==> src/rtl/serial_adder.sv <==
// Bit-serial WIDTH-bit adder built around a single full_adder cell.
// Operands are captured on an accepted start and processed LSB first, one bit
// per clock, with the running carry held in a flop between bits.
// {cout, sum} = a + b + cin, produced WIDTH cycles after the accepting edge.

module full_adder (
    input  logic a,
    input  logic b,
    input  logic cin,
    output logic s,
    output logic cout
);
    assign s    = a ^ b ^ cin;
    assign cout = (a & b) | (cin & (a ^ b));
endmodule

module serial_adder #(
    parameter int unsigned WIDTH = 8
) (
    input  logic             clk,
    input  logic             rst_n,
    input  logic             start,
    input  logic [WIDTH-1:0] a,
    input  logic [WIDTH-1:0] b,
    input  logic             cin,
    output logic             busy,
    output logic             done,
    output logic [WIDTH-1:0] sum,
    output logic             cout
);
    // One extra bit so the counter can hold WIDTH-1 without wrapping.
    localparam int unsigned CW = $clog2(WIDTH) + 1;

    typedef enum logic [1:0] {IDLE, RUN, DONE} state_t;

    state_t           state;
    logic [WIDTH-1:0] sh_a;
    logic [WIDTH-1:0] sh_b;
    logic [WIDTH-1:0] sh_s;
    logic [WIDTH-1:0] sh_s_next;
    logic             carry;
    logic [CW-1:0]    cnt;
    logic             fa_s;
    logic             fa_c;

    full_adder u_fa (
        .a    (sh_a[0]),
        .b    (sh_b[0]),
        .cin  (carry),
        .s    (fa_s),
        .cout (fa_c)
    );

    // Shift the new sum bit in at the MSB; written as a widened shift so that
    // WIDTH = 1 needs no special case.
    assign sh_s_next = WIDTH'({fa_s, sh_s} >> 1);

    // Control FSM with registered handshake outputs and the serial datapath.
    always_ff @(posedge clk or negedge rst_n) begin
        if (!rst_n) begin
            state <= IDLE;
            busy  <= 1'b0;
            done  <= 1'b0;
            sum   <= '0;
            cout  <= 1'b0;
            sh_a  <= '0;
            sh_b  <= '0;
            sh_s  <= '0;
            carry <= 1'b0;
            cnt   <= '0;
        end else begin
            done <= 1'b0;
            case (state)
                IDLE, DONE: begin
                    if (start) begin
                        sh_a  <= a;
                        sh_b  <= b;
                        carry <= cin;
                        cnt   <= '0;
                        busy  <= 1'b1;
                        state <= RUN;
                    end else begin
                        busy  <= 1'b0;
                        state <= IDLE;
                    end
                end
                RUN: begin
                    carry <= fa_c;
                    sh_s  <= sh_s_next;
                    sh_a  <= sh_a >> 1;
                    sh_b  <= sh_b >> 1;
                    cnt   <= cnt + CW'(1);
                    if (cnt == CW'(WIDTH - 1)) begin
                        sum   <= sh_s_next;
                        cout  <= fa_c;
                        busy  <= 1'b0;
                        done  <= 1'b1;
                        state <= DONE;
                    end
                end
                default: begin
                    busy  <= 1'b0;
                    state <= IDLE;
                end
            endcase
        end
    end
endmodule

==> config.mk <==
export PLATFORM = sky130hd
export DESIGN_NAME = serial_adder
export DESIGN_NICKNAME = d
export VERILOG_FILES = /design/src/rtl/serial_adder.sv
export SDC_FILE = /design/constraint.sdc
export NUM_CORES = 1
export LEC_CHECK = 0
export CORE_MARGIN = 2
export CORE_UTILIZATION = 53
export CTS_BUF_LIST = sky130_fd_sc_hd__clkbuf_4
export CTS_CLUSTER_SIZE = 10
export DETAILED_ROUTE_END_ITERATION = 10
export PLACE_DENSITY = 0.82
export SLEW_MARGIN = 5
export SYNTH_ARGS = -nofsm -noshare
export SYNTH_HDL_FRONTEND = slang
export SYNTH_SLANG_ARGS = --single-unit
==> constraint.sdc <==
create_clock -name clk -period 2 [get_ports clk]
set_clock_uncertainty 0.1 [all_clocks]
set_input_delay 0.2 -clock clk [delete_from_list [all_inputs] [get_ports clk]]
set_output_delay 0.2 -clock clk [all_outputs]
set_load 0.02 [all_outputs]
### Word level (Yosys, flattened, before mapping)

Cells that the tools add are included.

* $add $sub $neg: 1
* eq/ne operators: 5
* multiplexer cells: 16
* bitwise gates (word level): 5
* reductions and logical operators: 5

Operator list (number)
* 8-bit one-hot mux with 2 select lines: 2
* 8-bit 2-to-1 mux: 2
* 4-bit one-hot mux with 2 select lines: 1
* 1-bit 2-to-1 mux: 6
* 4-bit by 1-bit adder with 4-bit output, second input constant: 1
* 4-bit by 3-bit == test with 1-bit output, second input constant: 1
* 4-bit 2-to-1 mux: 1
* 2-bit != test, second input constant: 2
* 1-bit one-hot mux with 2 select lines: 2
* 2-bit one-hot mux with 2 select lines: 1
* 2-bit AND reduction: 2
* 1-bit AND: 2
* 2-bit by 1-bit == test with 1-bit output, second input constant: 1
* 2-bit == test, second input constant: 1
* 2-bit logical NOT: 1
* 2-bit 2-to-1 mux: 1
* 2-bit nonzero test: 1
* 2-bit OR reduction: 1
* 1-bit XOR: 2
* 1-bit bitwise OR: 1

* bits in registers: 42
* input port bits: 20
* output and inout port bits: 11
* word-level logic and storage cells: 42

### Longest topological paths before layout

Gate-level depths: netlist of the first run.

* word-level depth: 4
* gate-level depth with buffers: 5

### Cells and area by module

A second synthesis of the first run with hierarchy kept.

* cells, all modules: 114
* area, all modules: 1659.1 µm²

Modules (own cells, without submodules)
* serial_adder: times used 1, cells each 113, area an instance 1639.1 µm², seq. area each 1001.0 µm²
* full_adder: times used 1, cells each 1, area an instance 20.0 µm², seq. area each 0.0 µm²

### Least setup slack after synthesis of the first run

Ideal clock, no wire load.

* kind: register to register
* from: reg state[0]
* to: reg cout
* setup time: 0.128 ns
* arrival: 1.314 ns
* data required time: 1.772 ns
* slack: 0.459 ns
* stages on the path, launching flop included: 5
* path buffers: 1
* clock period less this slack: 1.541 ns
* cell sequence: dfrtp_1 -> and2b_4 -> nor3b_2 -> buf_4 -> mux2_1

* cells in the longest elaborated chain, start to end: 2

Ends and longest elaborated chain
* start, declared: RTL line 36 `state_t state;`
* start signal, assigned: RTL line 61 `state <= IDLE;`
* start signal, assigned: RTL line 81 `state <= RUN;`
* start signal, assigned: RTL line 84 `state <= IDLE;`
* 2-bit by 1-bit == test with 1-bit output: RTL line 73 `case (state)`
* 2-bit AND reduction (no line)
* end signal, assigned: RTL line 65 `cout <= 1'b0;`
* end signal, assigned: RTL line 95 `cout <= fa_c;`
* end, declared: RTL line 29 `output logic cout`

No other way between the ends.
A chain may end at the register's enable or synchronous reset.

==> impl_metrics.csv, run 1 <==
group,metric,value,unit
floorplanning,rows,20,
grt,grt_overflow,0,
cells_and_area,diodes,0,
cts,cts_resized,0,
pwr,clockPowerShare,11.5,%
placed_design,io_buffer_count,30,
route,post_drt_wl_per_cell,14.7,um
worst_setup_path,arrival,1.35,ns
cts,clk_pin_slew,0.10,ns
cts,clock_latency,0.34,ns
cells_and_area,register_area,1000,um2
route,drt_iter0_markers,29,
logic_synthesis,ys_top_cells_by_area,"dfrtp_1 (60%), a22o_1 (10%), a21o_1 (6.8%), mux2_1 (6.1%), mux2_2 (5.4%)",
cells_and_area,fill_cells,240,
grt,antenna_found_initial,0,
worst_setup_path,r2r_cells,5,
placed_design,place_inst,173,
worst_setup_path,critical_path_class,"register to primary output",
cells_and_area,nets,170,
logic_synthesis,syn_nets,136,
logic_synthesis,synth.avg_cell_area,14.6,um2
sta,relSlewSlack,42.6,%
floorplanning,core,3000,um2
route,vias,1034,
worst_setup_path,worstPathMaxFanout,4,
grt,grt_pass1_wl,4530,um
worst_setup_path,critPathRequiredTime,1.70,ns
route,wl,2670,um
route,drtPass1Iterations,4,
logic_synthesis,synth_edf_count,0,
pwr,power.leakage,0.998,nW
cts,cts_max_level,2,
sta,setup_viol,0,
logic_synthesis,synth_flop_cell,"dfrtp_1",
min_path,hold_class,"input pin to register",
cells_and_area,final_common_cell,"dfrtp_1",
cts,cts_buffers,5,
sta,finalHoldViolCount,0,
pwr,sw_frac_of_total,33.7,%
cells_and_area,multiInputGateArea,606,um2
sta,max_slew.worst_pin.slew,0.861,ns
logic_synthesis,ys_seq_area_share,60.3,%
grt,first_global_vias,1087,
status,outcome,"completed",
worst_setup_path,path_buf_inv,1,
cells_and_area,finalNonFillerCells,181,
pwr,p_comb_share,43.3,%
sta,fmax,606,MHz
worst_setup_path,critical-path-top-delay-family,"buffers and inverters",
pwr,p_switching,1.05,mW
logic_synthesis,synth_cell_type_count,20,
cts,clockBufferDepth,2,
pwr,power.density,1540,nW/um2
sta,fin_crit,1.65,ns
cts,clock-sinks,40,
route,drc,0,
floorplanning,die_h,60.0,um
logic_synthesis,yosysTopAreaCell,"dfrtp_1",
sta,period_share,82.5,%
sta,slew_violations,0,
route,routed_via_density,5.71,
floorplanning,die_w,60.0,um
route,postRouteAntennaNets,0,
logic_synthesis,synth-seq-cells,40,
placed_design,hpwl,1850,um
cells_and_area,drive_above_1_share,13.5,%
floorplanning,die_area,3590,um2
cells_and_area,layout_common_cells,"dfrtp_1 (40), clkdlybuf4s50_1 (29), a22o_1 (19), a21o_1 (15), mux2_1 (9)",
cts,cts_root_buffer,"clkbuf_4",
floorplanning,io_pins,31,
worst_setup_path,start_kind,"register",
floorplanning,start_util,55.2,%
min_path,holdPathStages,3,
cells_and_area,area_growth,21.8,%
pwr,intPower,2.06,mW
placed_design,routabilityCongestion,0.653,
flow_run,max-cap-violations,0,
worst_setup_path,crit_chain,"clkdlybuf4s50_1",
logic_synthesis,ys_async_sr_fraction,100,%
worst_setup_path,worst-path-stages,1,
sta,fin_setup_tns,0,ns
worst_setup_path,max_stage_delay,0.62,ns
logic_synthesis,netlist.area_leader.share,60.3,%
pwr,ir_worst_vdd,0.640,mV
logic_synthesis,synth_area,1660,um2
cts,cts_tree,"yes",
worst_setup_path,crit_slowest_cell,"clkdlybuf4s50_1",
worst_setup_path,endpoint_kind,"primary output",
logic_synthesis,syn_inst,114,
grt,grt_max_degree,41,
sta,rsz0062_at_grt,"false",
pwr,seqPwrFrac,45.2,%
logic_synthesis,yosysWarnings,0,
grt,grt.total_usage,17.3,%
[stage by stage]
step / power (mW) / setup WS (ns) / utilization [%] / instance area [um2] / hold slack (ns)
final: 3.10 / 0.350 / 67.3 / 2020 / 0.374
after global placement: 2.71 / 0.356 / 65.5 / 1970 / 0.246
after detailed placement: 2.79 / 0.282 / 65.5 / 1970 / 0.261
after floorplan: 2.39 / 0.459 / - / 1660 / -0.196
after CTS: 3.15 / 0.329 / 67.3 / 2020 / 0.352
after global routing: 3.34 / 0.291 / 67.3 / 2020 / 0.366
[power by group through the flow]
stage          Combinational [mW]  Clock, mW  Sequential (mW)
5_1_grt                      1.47      0.409             1.45
6_report                     1.35      0.357             1.40
4_1_cts                      1.37      0.375             1.41
3_3_place_gp                 1.31          0             1.40
3_5_place_dp                 1.37          0             1.43
2_1_floorplan               0.908          0             1.49
[cell type report]
class | count | area share [%]
Tap cell | 33 | 2.04
Multi-Input combinational cell | 67 | 30.0
Timing Repair Buffer | 34 | 16.2
Clock buffer | 5 | 1.86
Clock inverter | 2 | 0.372
Sequential cell | 40 | 49.5
[cell usage after synthesis (all sizes together), types with 2 or more instances]
library cell and n:
dfrtp 40, a22o 19, mux2 17, a21o 15, buf 7, nand2 3
mux2i 2, nor2b 2, nor3b 2
[flip-flops by register name, indices dropped and copies added, names as in the netlist]
| signal | flops |
|---|---|
| carry | 1 |
| cnt | 4 |
| cout | 1 |
| done | 1 |
| sh_a | 8 |
| sh_b | 8 |
| sh_s | 7 |
| state | 2 |
| sum | 8 |
[kinds of logic after synthesis]
| group | Yosys count | share of synthesized area, % |
|---|---|---|
| flops | 40 | 60.3 |
| compound gates | 35 | 17.1 |
| mux | 19 | 12.7 |
| simple gates | 11 | 4.68 |
| buf+inv | 7 | 3.17 |
| fa+ha+maj | 2 | 1.96 |
[what timing repair did]
action / 4_1_cts / 5_1_grt
hold endpoints to repair: 40 / 0
hold buffers: 1 / 0
buffers inserted: 0 / 0
[routing by layer]
| metal | track usage, % | wire length (um) | vias to the layer above |
|---|---|---|---|
| met3 | 5.84 | 146 | 3 |
| met2 | 30.3 | 1310 | 32 |
| met4 | 6.98 | 36 | 0 |
| met1 | 19.1 | 1180 | 514 |
| li1 | - | - | 485 |
| met5 | 0 | 0 | - |
[worst paths after layout]
check | startpoint | end | slack, ns
setup / recovery | state[0] | busy | 0.35
hold / removal | start | state[0] | 0.37
setup reg to reg | cnt[1] | sum[1] | 0.38
hold reg to reg | sh_a[5] | sh_a[5] | 0.39
max in group asynchronous | rst_n | sh_a[5] | 0.85
min in group asynchronous | rst_n | sum[5] | 0.40
Note: power is estimated with default switching activity, not from simulation.
==> run 2: changes to the inputs <==
CORE_UTILIZATION = 48   (was 53)
PLACE_DENSITY = 0.78   (was 0.82)
clock period = 1.5 ns   (was 2 ns; I/O delays follow)
==> run 2 against run 1 <==
Compared with the run above: the run now ends with setup timing left; sequential power up 35%; die area up 9.7%; critical path depth up 3; global-route usage about the same; final area up 12%; via count up 5.8%; wire length up 13%; clock power up 96%; sequential share of layout area down 5.1 points; final cell count up 15%; critical endpoint is now sum[3]; largest power group is now combinational cells; highest routed layer unchanged.
==> impl_metrics.csv, run 2 (synthesis gave the netlist of run 1 again) <==
group,metric,value,unit
sta,relSlewSlack,63.7,%
worst_setup_path,r2r-end,"sum[3]",
cts,clk_pin_slew,0.13,ns
cells_and_area,finalNonFillerCells,208,
placed_design,dp_slack,-0.111,ns
grt,antenna_found_initial,0,
floorplanning,start_util,49.7,%
floorplanning,core,3340,um2
cts,clockBufferDepth,2,
floorplanning,die_w,62.8,um
cts,clock_latency,0.36,ns
worst_setup_path,worstPathMaxFanout,5,
worst_setup_path,arrival,1.72,ns
cts,cts_buffers,5,
grt,busiest_layer,"met2",
sta,fin_crit,1.57,ns
cells_and_area,nets,183,
sta,finalWorstSetupSlack,-0.0727,ns
route,routed_via_density,5.26,
route,vias,1094,
sta,fmax,636,MHz
cells_and_area,final_util,67.5,%
cts,cts_root_buffer,"clkbuf_4",
worst_setup_path,r2r_cells,4,
route,postRouteAntennaNets,0,
pwr,ir_worst_vdd,1.01,mV
grt,grtUsageMet1,22.1,%
grt,first_global_vias,1097,
worst_setup_path,critPathRequiredTime,1.65,ns
placed_design,place_inst,196,
worst_setup_path,critical_path_class,"register to register",
placed_design,hpwl,2090,um
worst_setup_path,endpoint_kind,"register",
cells_and_area,layout_common_cells,"dfrtp_1 (39), a22o_1 (19), clkdlybuf4s50_1 (18), a21o_1 (15), dlygate4sd2_1 (11)",
status,violations,"setup timing",
sta,period_share,105,%
grt,grt_max_degree,26,
route,wl,3030,um
placed_design,io_buffer_count,30,
pwr,power.density,2110,nW/um2
route,drc,0,
cts,clock-sinks,40,
cells_and_area,drive_above_1_share,30.2,%
flow_run,max-cap-violations,0,
cts,cts_tree,"yes",
floorplanning,die_h,62.8,um
grt,grt.total_usage,17.3,%
pwr,power.leakage,1.13,nW
grt,grt_overflow,0,
sta,finalHoldViolCount,0,
cts,cts_max_level,2,
worst_setup_path,start_kind,"register",
cells_and_area,final_common_cell,"dfrtp_1",
sta,rsz0062_at_grt,"true",
sta,slew_violations,0,
route,drtPass1Iterations,3,
floorplanning,rows,21,
sta,fin_setup_tns,-0.525,ns
route,drt_iter0_markers,37,
min_path,hold_class,"input pin to async pin",
status,outcome,"complete, but fails checks",
sta,worst_hold_slack,0.190,ns
cells_and_area,diodes,0,
floorplanning,die_area,3940,um2
cells_and_area,area_growth,35.8,%
cells_and_area,top_regs,"sh_a x8, sh_b x8, sum x8",
worst_setup_path,r2r_setup_slack,-0.07,ns
grt,grt_pass1_wl,5230,um
floorplanning,io_pins,31,
worst_setup_path,r2r-start,"state[1]",
route,post_drt_wl_per_cell,14.6,um
sta,setup_viol,9,
placed_design,routabilityCongestion,0.729,
sta,max_slew.worst_pin.slew,0.544,ns
grt,met2_usage,28.1,%
grt,grtUsageMet3,4.86,%
run 2: timing repair:
action,CTS,global route
setup endpoints to repair,36,11
resized for setup,14,14
buffers inserted,1,1
gates cloned,0,1
hold endpoints to repair,23,0
pin swaps,1,1
hold buffers,1,0
run 2: worst max-delay path: stages, from the launching register on:
cell and delay [ns]:
dfrtp_1 0.37, and2b_4 0.27, nor3b_4 0.26, buf_6 0.18, mux2_4 0.30
run 2: power by group:
part | internal [mW] | switching (mW) | total [mW]
Clock | 0.347 | 0.351 | 0.699
Combinational | 1.27 | 0.885 | 2.16
Sequential | 1.57 | 0.315 | 1.89
run 2: layout make-up:
| cell class | count | area, um2 |
|---|---|---|
| tap | 46 | 57.6 |
| multi-input combinational | 67 | 653 |
| clock inverter | 3 | 42.5 |
| clock buffer | 5 | 37.5 |
| sequential | 40 | 1000 |
| fill | 261 | 1080 |
| timing repair buffer | 47 | 460 |
run 2: metal layers:
metal	routed length, um	share of wire, %
met5	0	0
met4	57	1.9
met3	132	4.4
met2	1560	51
met1	1280	42
run 2: worst max path at each step:
stage	start	slack, ns	cells past startpoint	endpoint
6_report	state[1]	-0.07	4	sum[3]
5_1_grt	state[1]	-0.14	4	sum[5]
4_1_cts	cnt[0]	-0.04	5	sum[4]
3_5_place_dp	start	-0.11	5	cnt[0]
3_3_place_gp	start	-0.08	5	cnt[0]
2_1_floorplan	cnt[0]	0.01	5	cout
run 2: per-stage QoR:
| stage | area [um2] | power [mW] |
|---|---|---|
| after floorplan | 1660 | 3.19 |
| after global placement | 2080 | 3.79 |
| after detailed placement | 2080 | 3.89 |
| after global routing | 2250 | 5.11 |
| after CTS | 2190 | 4.60 |
| final | 2250 | 4.75 |
==> run 3: changes to the inputs <==
CELL_PAD_IN_SITES_DETAIL_PLACEMENT = 0   (was unset)
CELL_PAD_IN_SITES_GLOBAL_PLACEMENT = 1   (was unset)
CORE_UTILIZATION = 39   (was 48)
==> run 3 against run 2 <==
Compared with the run above: the flow still finishes with violations (setup timing); first-iteration DRC count is 46% lower; wire length up 1.7%; non-clock buffer count fell by 1; worst hold slack gained 0.094 ns.
==> impl_metrics.csv, run 3 (synthesis gave the netlist of run 1 again) <==
group,metric,value,unit
worst_setup_path,worstPathMaxFanout,5,
sta,fin_setup_tns,-0.681,ns
pwr,ir_worst_vdd,0.786,mV
route,postRouteAntennaNets,0,
floorplanning,rows,23,
cells_and_area,area_growth,34.3,%
worst_setup_path,critPathRequiredTime,1.63,ns
cts,clock-sinks,40,
pwr,power.density,2050,nW/um2
route,routed_via_density,5.18,
grt,first_global_vias,1125,
sta,max_slew.worst_pin.slew,0.500,ns
worst_setup_path,critical_path_class,"register to register",
worst_setup_path,start_kind,"register",
cells_and_area,final_common_cell,"dfrtp_1",
cts,clockBufferDepth,2,
sta,rsz0062_at_grt,"true",
cells_and_area,layout_common_cells,"dfrtp_1 (39), a22o_1 (19), clkdlybuf4s50_1 (18), a21o_1 (15), dlygate4sd2_1 (11)",
grt,grt_pass1_wl,5180,um
placed_design,hpwl,1990,um
grt,antenna_found_initial,0,
cells_and_area,stdcell_area,2230,um2
worst_setup_path,r2r-end,"sum[7]",
placed_design,placed_area,2090,um2
cts,cts_max_level,2,
floorplanning,die_area,4790,um2
worst_setup_path,endpoint_kind,"register",
grt,grt_overflow,0,
route,drc,0,
cts,cts_root_buffer,"clkbuf_4",
worst_setup_path,path_buf_inv,1,
grt,grt_max_degree,41,
floorplanning,start_util,40.9,%
status,violations,"setup timing",
worst_setup_path,crit_slowest_cell,"dfrtp_1",
grt,grt.total_usage,13.5,%
cts,clk_pin_slew,0.11,ns
status,outcome,"complete, but fails checks",
cells_and_area,nets,182,
cells_and_area,drive_above_1_share,28.6,%
pwr,p_total,4.57,mW
route,drtPass1Iterations,4,
placed_design,routabilityCongestion,0.761,
route,vias,1092,
sta,finalHoldViolCount,0,
worst_setup_path,crit_start,"cnt[0]",
sta,fin_crit,1.59,ns
sta,period_share,106,%
sta,slew_violations,0,
flow_run,max-cap-violations,0,
sta,relSlewSlack,66.7,%
worst_setup_path,arrival,1.71,ns
min_path,hold_class,"input pin to async pin",
floorplanning,die_h,69.2,um
floorplanning,io_pins,31,
worst_setup_path,r2r-start,"cnt[0]",
placed_design,io_buffer_count,30,
cells_and_area,top_regs,"sh_a x8, sh_b x8, sum x8",
route,wl,3080,um
cells_and_area,diodes,0,
floorplanning,core,4060,um2
worst_setup_path,r2r_cells,5,
cts,cts_tree,"yes",
route,post_drt_wl_per_cell,14.6,um
pwr,power.leakage,1.13,nW
worst_setup_path,max_stage_delay,0.38,ns
route,drt_iter0_markers,20,
cts,clock_latency,0.34,ns
worst_setup_path,r2r_setup_slack,-0.09,ns
sta,finalWorstSetupSlack,-0.0862,ns
cts,cts_buffers,5,
sta,fmax,630,MHz
floorplanning,die_w,69.2,um
sta,setup_viol,9,
worst_setup_path,critical-path-top-delay-family,"flip-flops",
worst_setup_path,crit_chain,"ha_2 -> nand2_2 -> nor3b_4 -> buf_6 -> mux2_4",
==> run 3: what timing repair did <==
item / in CTS / in global routing
hold buffers: 1 / 0
pin swaps: 1 / 2
gates resized for setup: 14 / 13
cloned: 0 / 1
endpoints found under the hold margin: 40 / 0
endpoints found under the setup margin: 39 / 9
buffers inserted: 2 / 1
==> run 3: area by class of cell <==
type,instances,area [um2]
clock buffer,5,37.5
clock inverter,3,13.8
fill,353,1830
multi-input combinational,67,651
sequential,40,1000
tap,50,62.6
timing repair buffer,46,462
==> run 3: how the worst max path moves through the flow <==
stage | to | slack [ns] | depth (start not counted)
6_report | sum[7] | -0.09 | 5
3_5_place_dp | cnt[0] | -0.12 | 5
2_1_floorplan | cout | 0.01 | 5
5_1_grt | sum[5] | -0.14 | 5
3_3_place_gp | cnt[0] | -0.09 | 5
4_1_cts | sum[7] | -0.08 | 5
==> run 3: power breakdown <==
part	internal, mW	leakage, nW	switching [mW]
Sequential	1.58	0.501	0.298
Clock	0.172	0.0324	0.330
Combinational	1.29	0.593	0.901
Total	3.04	1.13	1.53
==> run 3: per-layer routing <==
| layer | wire length (um) | track usage, % |
|---|---|---|
| met1 | 1460 | 17.2 |
| met2 | 1490 | 21.9 |
| met3 | 130 | 3.49 |
| met4 | 0 | 5.88 |
| met5 | 0 | 0 |
==> run 3: through the flow <==
step	instances	util, %	setup WS, ns	hold WS (ns)
2_1_floorplan	114	-	0.0113	-0.246
3_3_place_gp	198	51.4	-0.0923	0.130
3_5_place_dp	198	51.4	-0.120	0.140
4_1_cts	209	53.5	-0.0836	0.283
5_1_grt	211	54.9	-0.138	0.305
6_report	211	54.9	-0.0862	0.284
==> run 3: worst min-delay path, cell delays in order <==
cell	delay, ns
dlygate4sd3_1	0.52
buf_2	0.09
buf_4	0.41
